File: src/rtl/mem_arb_pkg.sv
// Shared definitions for the IF/MEM memory port arbiter: FSM encoding and
// default bus widths.
package mem_arb_pkg;

  typedef enum logic [1:0] {
    IDLE   = 2'd0,
    I_WAIT = 2'd1,
    D_WAIT = 2'd2
  } state_t;

  localparam int DEF_ADDR_W = 32;
  localparam int DEF_DATA_W = 32;
  localparam int STREAK_W   = 4;

endpackage

File: src/rtl/mem_arb_fairness.sv
// Priority decision between fetch and data requesters, with a data-grant
// streak counter that hands the port to a waiting fetch after MAX_D_STREAK.
module mem_arb_fairness
  import mem_arb_pkg::*;
#(
  parameter int MAX_D_STREAK = 4
) (
  input  logic                clk,
  input  logic                rst_n,
  input  logic                i_req,
  input  logic                i_elig,
  input  logic                d_elig,
  input  logic                arb_en,
  output logic                grant_i,
  output logic                grant_d,
  output logic [STREAK_W-1:0] streak
);

  localparam logic [STREAK_W-1:0] STREAK_MAX = STREAK_W'(MAX_D_STREAK);

  logic at_max;
  assign at_max = (streak == STREAK_MAX);

  // Data wins a tie unless it has already taken the port MAX_D_STREAK times.
  always_comb begin
    grant_i = 1'b0;
    grant_d = 1'b0;
    if (arb_en) begin
      if (d_elig && !(i_elig && at_max)) begin
        grant_d = 1'b1;
      end else if (i_elig) begin
        grant_i = 1'b1;
      end
    end
  end

  always_ff @(posedge clk) begin
    if (!rst_n) begin
      streak <= '0;
    end else if (!i_req || grant_i) begin
      streak <= '0;
    end else if (grant_d && !at_max) begin
      streak <= streak + STREAK_W'(1);
    end
  end

endmodule

File: src/rtl/mem_port_arbiter.sv
// Shares one single-port variable-latency memory between the IF and MEM
// pipeline stages; returns read data with a one-cycle ack and drives stalls.
module mem_port_arbiter
  import mem_arb_pkg::*;
#(
  parameter int ADDR_W       = DEF_ADDR_W,
  parameter int DATA_W       = DEF_DATA_W,
  parameter int MAX_D_STREAK = 4
) (
  input  logic                clk,
  input  logic                rst_n,
  input  logic                i_req,
  input  logic [ADDR_W-1:0]   i_addr,
  output logic [DATA_W-1:0]   i_rdata,
  output logic                i_ack,
  input  logic                d_req,
  input  logic                d_we,
  input  logic [ADDR_W-1:0]   d_addr,
  input  logic [DATA_W-1:0]   d_wdata,
  output logic [DATA_W-1:0]   d_rdata,
  output logic                d_ack,
  output logic                stall_if,
  output logic                stall_mem,
  output logic                mem_req,
  output logic                mem_we,
  output logic [ADDR_W-1:0]   mem_addr,
  output logic [DATA_W-1:0]   mem_wdata,
  input  logic [DATA_W-1:0]   mem_rdata,
  input  logic                mem_ready,
  output state_t              dbg_state,
  output logic [STREAK_W-1:0] dbg_streak
);

  // Handshake: a requester raises req and holds it with stable fields until
  // its ack pulses for one cycle; the memory completes a held mem_req by
  // asserting mem_ready for one cycle, and mem_ready is ignored otherwise.

  state_t state, state_next;
  logic   i_elig, d_elig;
  logic   grant_i, grant_d;
  logic   i_done, d_done;

  assign i_elig    = i_req & ~i_ack;
  assign d_elig    = d_req & ~d_ack;
  assign stall_if  = i_req & ~i_ack;
  assign stall_mem = d_req & ~d_ack;
  assign mem_req   = (state != IDLE);
  assign i_done    = (state == I_WAIT) & mem_ready;
  assign d_done    = (state == D_WAIT) & mem_ready;
  assign dbg_state = state;

  mem_arb_fairness #(
    .MAX_D_STREAK(MAX_D_STREAK)
  ) u_fairness (
    .clk    (clk),
    .rst_n  (rst_n),
    .i_req  (i_req),
    .i_elig (i_elig),
    .d_elig (d_elig),
    .arb_en (state == IDLE),
    .grant_i(grant_i),
    .grant_d(grant_d),
    .streak (dbg_streak)
  );

  always_comb begin
    state_next = state;
    unique case (state)
      IDLE: begin
        if (grant_d) begin
          state_next = D_WAIT;
        end else if (grant_i) begin
          state_next = I_WAIT;
        end
      end
      I_WAIT:  if (mem_ready) state_next = IDLE;
      D_WAIT:  if (mem_ready) state_next = IDLE;
      default: state_next = IDLE;
    endcase
  end

  always_ff @(posedge clk) begin
    if (!rst_n) begin
      state     <= IDLE;
      i_ack     <= 1'b0;
      d_ack     <= 1'b0;
      i_rdata   <= '0;
      d_rdata   <= '0;
      mem_we    <= 1'b0;
      mem_addr  <= '0;
      mem_wdata <= '0;
    end else begin
      state <= state_next;
      i_ack <= i_done;
      d_ack <= d_done;
      if (i_done) begin
        i_rdata <= mem_rdata;
      end
      // Stores complete without touching the load-data register.
      if (d_done && !mem_we) begin
        d_rdata <= mem_rdata;
      end
      if (grant_d) begin
        mem_we    <= d_we;
        mem_addr  <= d_addr;
        mem_wdata <= d_wdata;
      end else if (grant_i) begin
        mem_we    <= 1'b0;
        mem_addr  <= i_addr;
        mem_wdata <= '0;
      end
    end
  end

endmodule
File: config.mk
export PLATFORM = sky130hd
export DESIGN_NAME = mem_port_arbiter
export DESIGN_NICKNAME = d
export VERILOG_FILES = /design/src/rtl/mem_arb_pkg.sv /design/src/rtl/mem_arb_fairness.sv /design/src/rtl/mem_port_arbiter.sv
export SDC_FILE = /design/constraint.sdc
export NUM_CORES = 1
export LEC_CHECK = 0
export CORE_UTILIZATION = 30
export CTS_CLUSTER_SIZE = 24
export DETAILED_ROUTE_END_ITERATION = 10
export GPL_TIMING_DRIVEN = 0
export PLACE_DENSITY = 0.69
export SYNTH_ARGS = -nofsm -noshare
export SYNTH_HDL_FRONTEND = slang
export SYNTH_SLANG_ARGS = --single-unit
export TNS_END_PERCENT = 1
File: constraint.sdc
create_clock -name clk -period 1.9 [get_ports clk]
set_input_delay 0.19 -clock clk [delete_from_list [all_inputs] [get_ports clk]]
set_output_delay 0.19 -clock clk [all_outputs]
set_load 0.02 [all_outputs]
# == Yosys cells after proc, flatten, opt, wreduce, memory -nomap -nowiden ==
# Index checks and enable logic that the tools add are counted.
# word_totals
ff_bits,137
elab_cells,52
# op_classes
reduce_logical,15
bitwise,7
n_eq_ne,5
n_mux,15
add_sub_neg,1
# ops
op,n
32-bit 2-to-1 mux,4
1-bit 2-to-1 mux,7
2-bit 2-to-1 mux,3
"4-bit by 1-bit adder with 4-bit output, second input constant",1
1-bit bitwise AND,4
"4-bit by 3-bit equality test with 1-bit output, second input constant",1
1-bit logical AND,4
1-bit zero test,4
2-bit one-hot mux with 2 select lines,1
2-bit nonzero test,2
2-bit OR reduction,2
"3-bit inequality test, second input constant",1
1-bit NOT,3
"2-bit by 1-bit equality test with 1-bit output, second input constant",1
"2-bit equality test, second input constant",1
2-bit zero test,1
"2-bit by 1-bit inequality test with 1-bit output, second input constant",1
2-bit AND reduction,1
1-bit logical OR,1

# == Logic depth before layout (Yosys ltp) ==
# Gate-level depths: netlist of the first run.
# depth
ltp_word,10
mapped_depth,8
mapped_depth_nobuf,6

# == By module ==
# A second synthesis of the first run with hierarchy kept.
# hier_totals
cells_unflattened,657
hier_area_um2,5748.0
# by_module_without_submodules
mod,area_each_um2,cells_each,seq_area_each_um2,instances
mem_port_arbiter,5492.8,627,2662.6,1
mem_arb_fairness,255.2,30,80.1,1

# == Worst setup path before layout of the first run ==
# Ideal clock, no wire load.
# synth_timing
path_type,reg2reg
start,"register state[0], in the netlist dbg_state[0]"
end,register mem_addr[10]
path_buffers,1
stages_incl_launch_ff,8
slack_ps,208
arrival_time_ps,1578
setup_time_ps,115
required_time_ps,1785
path_cell_list,dfxtp_1 > inv_1 > ha_1 > inv_1 > a21oi_2 > buf_2 > o221a_1 > o21a_1
# synth_via
elab_chain_len,3
word_cells_on_any_way,5
classes_between,mux (3); reduce/logical (2)
# synth_rtl
item,line_no,source
"start, declared",mem_port_arbiter.sv:38,"state_t state, state_next;"
"start signal, assigned",mem_port_arbiter.sv:93,state <= state_next;
2-bit zero test (*),mem_port_arbiter.sv:60,".arb_en (state == IDLE),"
1-bit 2-to-1 mux,mem_arb_fairness.sv:28,if (arb_en) begin
32-bit 2-to-1 mux or 2-bit nonzero test (tied branches),-,
"end signal, assigned",mem_port_arbiter.sv:105,mem_addr <= d_addr;
"end signal, assigned",mem_port_arbiter.sv:109,mem_addr <= i_addr;
"end, declared",mem_port_arbiter.sv:26,"output logic [ADDR_W-1:0] mem_addr,"
# Every way passes the cells marked *; elsewhere a longest branch is shown, timed or not.
# A chain may end at the register's enable or synchronous reset.

# == Worst setup path after layout of the first run ==
# layout_timing
start,"register state[0], in the netlist dbg_state[0]"
end,register d_rdata[24]
# layout_via
elab_chain_len,3
# layout_rtl
item,line_no,source
2-bit equality test,mem_port_arbiter.sv:49,assign d_done = (state == D_WAIT) & mem_ready;
1-bit bitwise AND,mem_port_arbiter.sv:49,
1-bit logical AND,mem_port_arbiter.sv:100,if (d_done && !mem_we) begin
"end signal, assigned",mem_port_arbiter.sv:101,d_rdata <= mem_rdata;
"end, declared",mem_port_arbiter.sv:20,"output logic [DATA_W-1:0] d_rdata,"
# No other way between the ends.

==> flow_summary_export.csv, run 1 <==
group,metric,value,unit
placement,port_buffers,272,
grt,grt_pass1_vias,4992,
timing,clock.fmax,556,MHz
synth,seq_area_frac_synth,54.0,%
final_layout,drive_above_1_share,7.44,%
final_layout,layout_common_cells,"clkdlybuf4s50_1 (269), dfxtp_1 (136), nand2_1 (133), a21oi_1 (67), nor2_1 (39)",
clock_network,cts_root_buf,"clkbuf_16",
synth,syn_area_per_cell,9.14,um2
timing,finalSetupViolCount,0,
power_and_ir_drop,combPwrFrac,20.1,%
worst_setup_path,path_cells,"inv_1 -> ha_1 -> nand2_1 -> or2_2 -> clkbuf_1 -> clkbuf_1 -> nand2_1 -> a21oi_1",
synth,synth_compound_area_share,24.7,%
clock_network,cts_sinks,137,
die,core_area,16600,um2
final_layout,area_growth,72.9,%
worst_hold_path,hold_path_class,"input pin to flop",
power_and_ir_drop,power_density,1000,nW/um2
drt,final_antenna_net_count,0,
synth,synth_nets,695,
timing,holdWs,0.227,ns
final_layout,diodes,0,
timing,finalClockSkew,0.00746,ns
synth,ys_seq_elements,137,
drt,wirelength,17.0,mm
synth,synth_fa_ha_area_share,1.23,%
clock_network,insertion_delay,0.41,ns
final_layout,instances_no_fill,1080,
die,pin_count,274,
worst_setup_path,reg2regPathDepth,8,
flow_run,maxCapViolCount,0,
clock_network,cts_hold_buffers,0,
synth,yosys_warnings,0,
timing,final.setup.tns,0,ns
power_and_ir_drop,switching_share,25.5,%
synth,syn-cell-area,5080,um2
timing,hold_viol_final,0,
worst_setup_path,worstPathMaxFanout,10,
die,die_area,17500,um2
clock_network,cts.htree.levels,4,
placement,gp_congestion,0.783,
timing,slew_headroom,64.0,%
die,die_y,132,um
timing,period_share,94.7,%
clock_network,clk_pin_slew,0.06,ns
synth,synth_top_family_by_area,"compound AO/OA/AOI/OAI gates",
timing,worstMarginPinSlew,0.540,ns
clock_network,clock_path_buffers,2,
drt,first_iter_violations,207,
power_and_ir_drop,p_sw,2240,uW
synth,ys_types,35,
drt,drt_pass1_iterations,4,
power_and_ir_drop,peakVddDrop,595,uV
drt,vias,5078,
placement,postPlaceCellArea,8080,um2
timing,period_minus_slack,1.80,ns
drt,drc,0,
worst_setup_path,critical_path_class,"flop to flop",
final_layout,final_area,8780,um2
power_and_ir_drop,power_frac_seq,36.4,%
worst_setup_path,cp_data_arrival_time,2.14,ns
synth,synth_cells,556,
die,num_rows,47,
worst_setup_path,slowest_stage,"clkbuf_1",
die,die_w,132,um
clock_network,cts_buffers,17,
final_layout,final_common_cell,"clkdlybuf4s50_1",
grt,grt_usage,19.4,%
outcome,status,"completed",
power_and_ir_drop,p_int,6560,uW
die,initial_core_util,30.6,%
placement,post-dp-hpwl,12.6,mm
worst_setup_path,cp-start-kind,"flop",
clock_network,cts_tree,"built",
grt,grt-ovfl-total,0,
worst_setup_path,cp.required,2.24,ns
drt,via_per_inst,4.70,
drt,wire_per_inst,15.7,um
worst_setup_path,max_stage_delay,0.40,ns
synth,synthSimpleGateAreaFrac,14.7,%
grt,grt_pass1_wl,26.6,mm
grt,antenna_found_initial,0,
synth,synthMuxAreaShare,0,%
grt,grt_max_degree,17,
placement,dp.cells,1048,
power_and_ir_drop,clock_power_share,43.5,%
worst_hold_path,whs_path_depth,3,
worst_setup_path,cp-end-kind,"flop",
timing,finalMaxSlewViolations,0,
final_layout,nets,986,
power_and_ir_drop,leakage,0.00316,uW
synth,synth_xor_area_share,0.517,%
timing,rsz0062_at_grt,"yes",
## what timing repair did
action / 4_1_cts / 5_1_grt
endpoints found under the setup margin: 29 / 92
buffers inserted: 0 / 0
gates resized for setup: 5 / 9
pin swaps: 0 / 0
gates cloned: 0 / 0
## power by group through the flow
| stage | clock, uW | sequential [uW] | combinational [uW] |
|---|---|---|---|
| floorplan | 0 | 3510 | 614 |
| global placement | 0 | 3260 | 1780 |
| detailed placement | 0 | 3260 | 1780 |
| CTS | 3930 | 3200 | 1780 |
| global route | 4060 | 3230 | 1900 |
| finish | 3830 | 3200 | 1770 |
## final timing paths
check,start,end,slack [ns]
hold reg to reg,d_rdata[7],d_rdata[7],0.45
setup / recovery,dbg_state[0],d_rdata[24],0.10
hold / removal,rst_n,mem_addr[3],0.23
setup reg to reg,dbg_state[0],d_rdata[24],0.10
## stage by stage
step	util [%]	power, uW	worst slack (ns)
after floorplan	-	4130	0.208
after CTS	52.8	8920	-0.0494
final	53.0	8810	0.102
after global routing	53.0	9190	-0.0409
after detailed placement	48.7	5040	-0.0587
after global placement	48.7	5030	-0.0347
## synth_stat cells, drive strengths merged
master  count  share of area (%)
dfxtp     137                 54
nand2     133                9.8
a21oi      69                6.9
nor2       39                2.9
a22oi      33                4.9
o21a       32                4.7
o221a      32                7.1
clkbuf     26                1.9
buf        18                2.4
inv         8               0.59
ha          5                1.2
nand3       3               0.30
o21ai       3               0.44
and2        2               0.25
and3b       2               0.37
nand2b      2               0.30
nand3b      2               0.30
or2         2               0.25
xnor2       2               0.34
nor2b       1               0.12
nor3        1              0.098
o211ai      1               0.15
o22ai       1               0.12
o32ai       1               0.32
xor2        1               0.17
## routing by layer
| metal | GRT usage, % | vias to the layer above | routed length (um) |
|---|---|---|---|
| met5 | 0 | - | 0 |
| met4 | 6.46 | 0 | 264 |
| met1 | 22.7 | 2359 | 7240 |
| met2 | 32.4 | 193 | 8100 |
| li1 | - | 2509 | - |
| met3 | 7.57 | 17 | 1400 |
## area by class of cell
cell class	count	area (um2)
plain buffers	44	228
repair buffers	272	2720
clock inverters	11	215
multi-input cells	367	2100
fillers	1578	7800
flip-flops and latches	137	2740
inverters	8	30.0
clock buffers	21	470
well taps	220	275
## critical path: cells and delay by family, from the launching register on
| family | cells | cell delay, ns |
|---|---|---|
| AOI/OAI and AO/OA | 1 | 0.15 |
| and+or+nand+nor | 3 | 0.31 |
| adders and majority gates | 1 | 0.19 |
| DFF | 1 | 0.38 |
| buffers and inverters | 3 | 0.70 |
## sequential cells by signal, indices dropped and copies added (netlist names)
name	flops
d_rdata	32
mem_wdata	32
d_ack	1
mem_we	1
i_rdata	32
dbg_state	2
mem_addr	32
u_fairness.streak	4
i_ack	1
## logic make-up (layout without fill, tap and decap cells)
group,count (synthesis),count (layout)
simple gates,187,187
fa+ha+maj,5,5
flops,137,137
xor+xnor,3,3
compound gates,172,172
buf+inv,52,356
Power figures use the tool's default switching activity.
==> run 2, diff against run 1 <==
--- a/config.mk
+++ b/config.mk
@@ -5,11 +5,11 @@
 export SDC_FILE = /design/constraint.sdc
 export NUM_CORES = 1
 export LEC_CHECK = 0
-export CORE_UTILIZATION = 30
+export CORE_UTILIZATION = 39
 export CTS_CLUSTER_SIZE = 24
 export DETAILED_ROUTE_END_ITERATION = 10
 export GPL_TIMING_DRIVEN = 0
-export PLACE_DENSITY = 0.69
+export PLACE_DENSITY = 0.85
 export SYNTH_ARGS = -nofsm -noshare
 export SYNTH_HDL_FRONTEND = slang
 export SYNTH_SLANG_ARGS = --single-unit
==> flow_summary_export.csv, run 2 (synthesized netlist as in run 1, its figures left out) <==
group,metric,value,unit
final_layout,fillCellCount,1037,
timing,period_share,98.0,%
grt,antenna_found_initial,0,
worst_setup_path,cp_data_arrival_time,2.16,ns
outcome,status,"completed",
timing,clock.fmax,537,MHz
grt,grt_pass1_vias,4901,
worst_setup_path,critPathTopFamily,"compound AO/OA/AOI/OAI gates",
worst_setup_path,cp.required,2.20,ns
flow_run,maxCapViolCount,0,
timing,finalMaxSlewViolations,0,
clock_network,cts.htree.levels,4,
worst_hold_path,hp-start,"rst_n",
timing,rsz0062_at_grt,"yes",
timing,period_minus_slack,1.86,ns
worst_hold_path,whs_path_depth,3,
die,num_rows,41,
worst_hold_path,min_delay_worst_endpoint,"mem_addr[2]",
final_layout,drive_above_1_share,6.76,%
worst_setup_path,path_cells,"inv_1 -> ha_1 -> and3b_1 -> o21ai_2 -> buf_4 -> o221a_1 -> o21a_1",
grt,grt-ovfl-total,0,
worst_setup_path,cp-start-kind,"flop",
final_layout,instances_no_fill,1030,
die,core_area,12700,um2
worst_setup_path,slowest_stage,"dfxtp_1",
worst_setup_path,r2r-end,"mem_addr[7]",
clock_network,cts_root_buf,"clkbuf_16",
drt,wirelength,16.8,mm
drt,first_iter_violations,214,
placement,dp.cells,1000,
die,die_w,116,um
final_layout,layout_common_cells,"clkdlybuf4s50_1 (269), dfxtp_1 (137), nand2_1 (133), a21oi_1 (67), nor2_1 (39)",
die,initial_core_util,40.1,%
placement,post-dp-hpwl,12.6,mm
worst_setup_path,cp-end-kind,"flop",
clock_network,insertion_delay,0.41,ns
final_layout,diodes,0,
drt,via_per_inst,5.00,
worst_setup_path,reg2reg_slack,0.04,ns
placement,gp_congestion,0.772,
worst_setup_path,critical_path_class,"flop to flop",
worst_setup_path,critPathBufInv,2,
drt,vias,5147,
grt,grt_usage,24.0,%
clock_network,cts_sinks,137,
worst_hold_path,hold_path_class,"input pin to flop",
timing,holdWs,0.228,ns
timing,finalClockSkew,0.00420,ns
drt,drc,0,
clock_network,cts_setup_buffers,0,
timing,finalSetupViolCount,0,
grt,grt_pass1_wl,24.6,mm
clock_network,cts_buffers,17,
worst_setup_path,reg2reg_from,"dbg_state[1]",
power_and_ir_drop,peakVddDrop,635,uV
drt,final_antenna_net_count,0,
power_and_ir_drop,p_total,8220,uW
placement,port_buffers,272,
die,die_area,13500,um2
timing,slew_headroom,64.0,%
power_and_ir_drop,power_density,954,nW/um2
final_layout,final_common_cell,"clkdlybuf4s50_1",
worst_setup_path,worstPathMaxFanout,10,
clock_network,cts_tree,"built",
drt,wire_per_inst,16.3,um
final_layout,nets,986,
die,die_y,116,um
die,pin_count,274,
timing,hold_viol_final,0,
clock_network,clk_pin_slew,0.05,ns
drt,drt_pass1_iterations,5,
worst_setup_path,max_stage_delay,0.34,ns
worst_setup_path,reg2regPathDepth,7,
timing,worstMarginPinSlew,0.540,ns
final_layout,post-route-util,68.0,%
grt,grt_max_degree,17,
clock_network,clock_path_buffers,2,
final_layout,area_growth,69.5,%
power_and_ir_drop,leakage,0.00312,uW
[run 2: worst max-delay path by stage]
stage,cells past startpoint,end,slack [ns],start
after floorplan,7,mem_addr[10],0.21,dbg_state[0]
after global placement,6,d_rdata[2],0.02,mem_ready
after detailed placement,6,d_rdata[21],-0.03,mem_ready
after CTS,3,stall_mem,0.009,d_ack
after global routing,8,d_rdata[14],-0.16,dbg_state[0]
final,7,mem_addr[7],0.04,dbg_state[1]
[run 2: through the flow]
step	TNS, ns	cell area [um2]	setup WS (ns)
5_1_grt	-3.63	8610	-0.157
3_3_place_gp	0	8020	0.0168
2_1_floorplan	0	5080	0.208
3_5_place_dp	-0.0769	8020	-0.0283
4_1_cts	0	8590	0.00871
6_report	0	8610	0.0386
[run 2: worst min-delay path: stages]
cell	delay, ns
buf_2	0.17
o221a_1	0.14
o21a_1	0.09
[run 2: report_power, final]
group          total (uW)  switching [uW]  internal (uW)  leakage [uW]
registers            3210             117           3090       0.00112
clock network        3230            1190           2050      0.000284
logic                1780             875            902       0.00172
[run 2: final cells by class]
cell class	count	area (um2)	area share, %
Buffer	44	226	2.63
Clock buffer	22	484	5.62
Clock inverter	8	95.1	1.10
Inverter	8	30.0	0.349
Multi-Input combinational cell	367	2100	24.3
Sequential cell	137	2740	31.8
Tap cell	172	215	2.50
Timing Repair Buffer	272	2720	31.6
[run 2: timing repair]
action,CTS,global route
pin swaps,0,0
gates resized for setup,2,6
gates cloned,0,0
hold buffers,0,0
endpoints found under the setup margin,2,91
[run 2: layer usage]
layer / part of all wire, % / routed length, um / vias up / GRT usage (%)
li1: - / - / 2510 / -
met1: 39 / 6460 / 2408 / 25.0
met2: 49 / 8290 / 203 / 42.4
met3: 9.8 / 1650 / 26 / 9.50
met4: 2.3 / 382 / 0 / 11.3
met5: 0 / 0 / - / 0
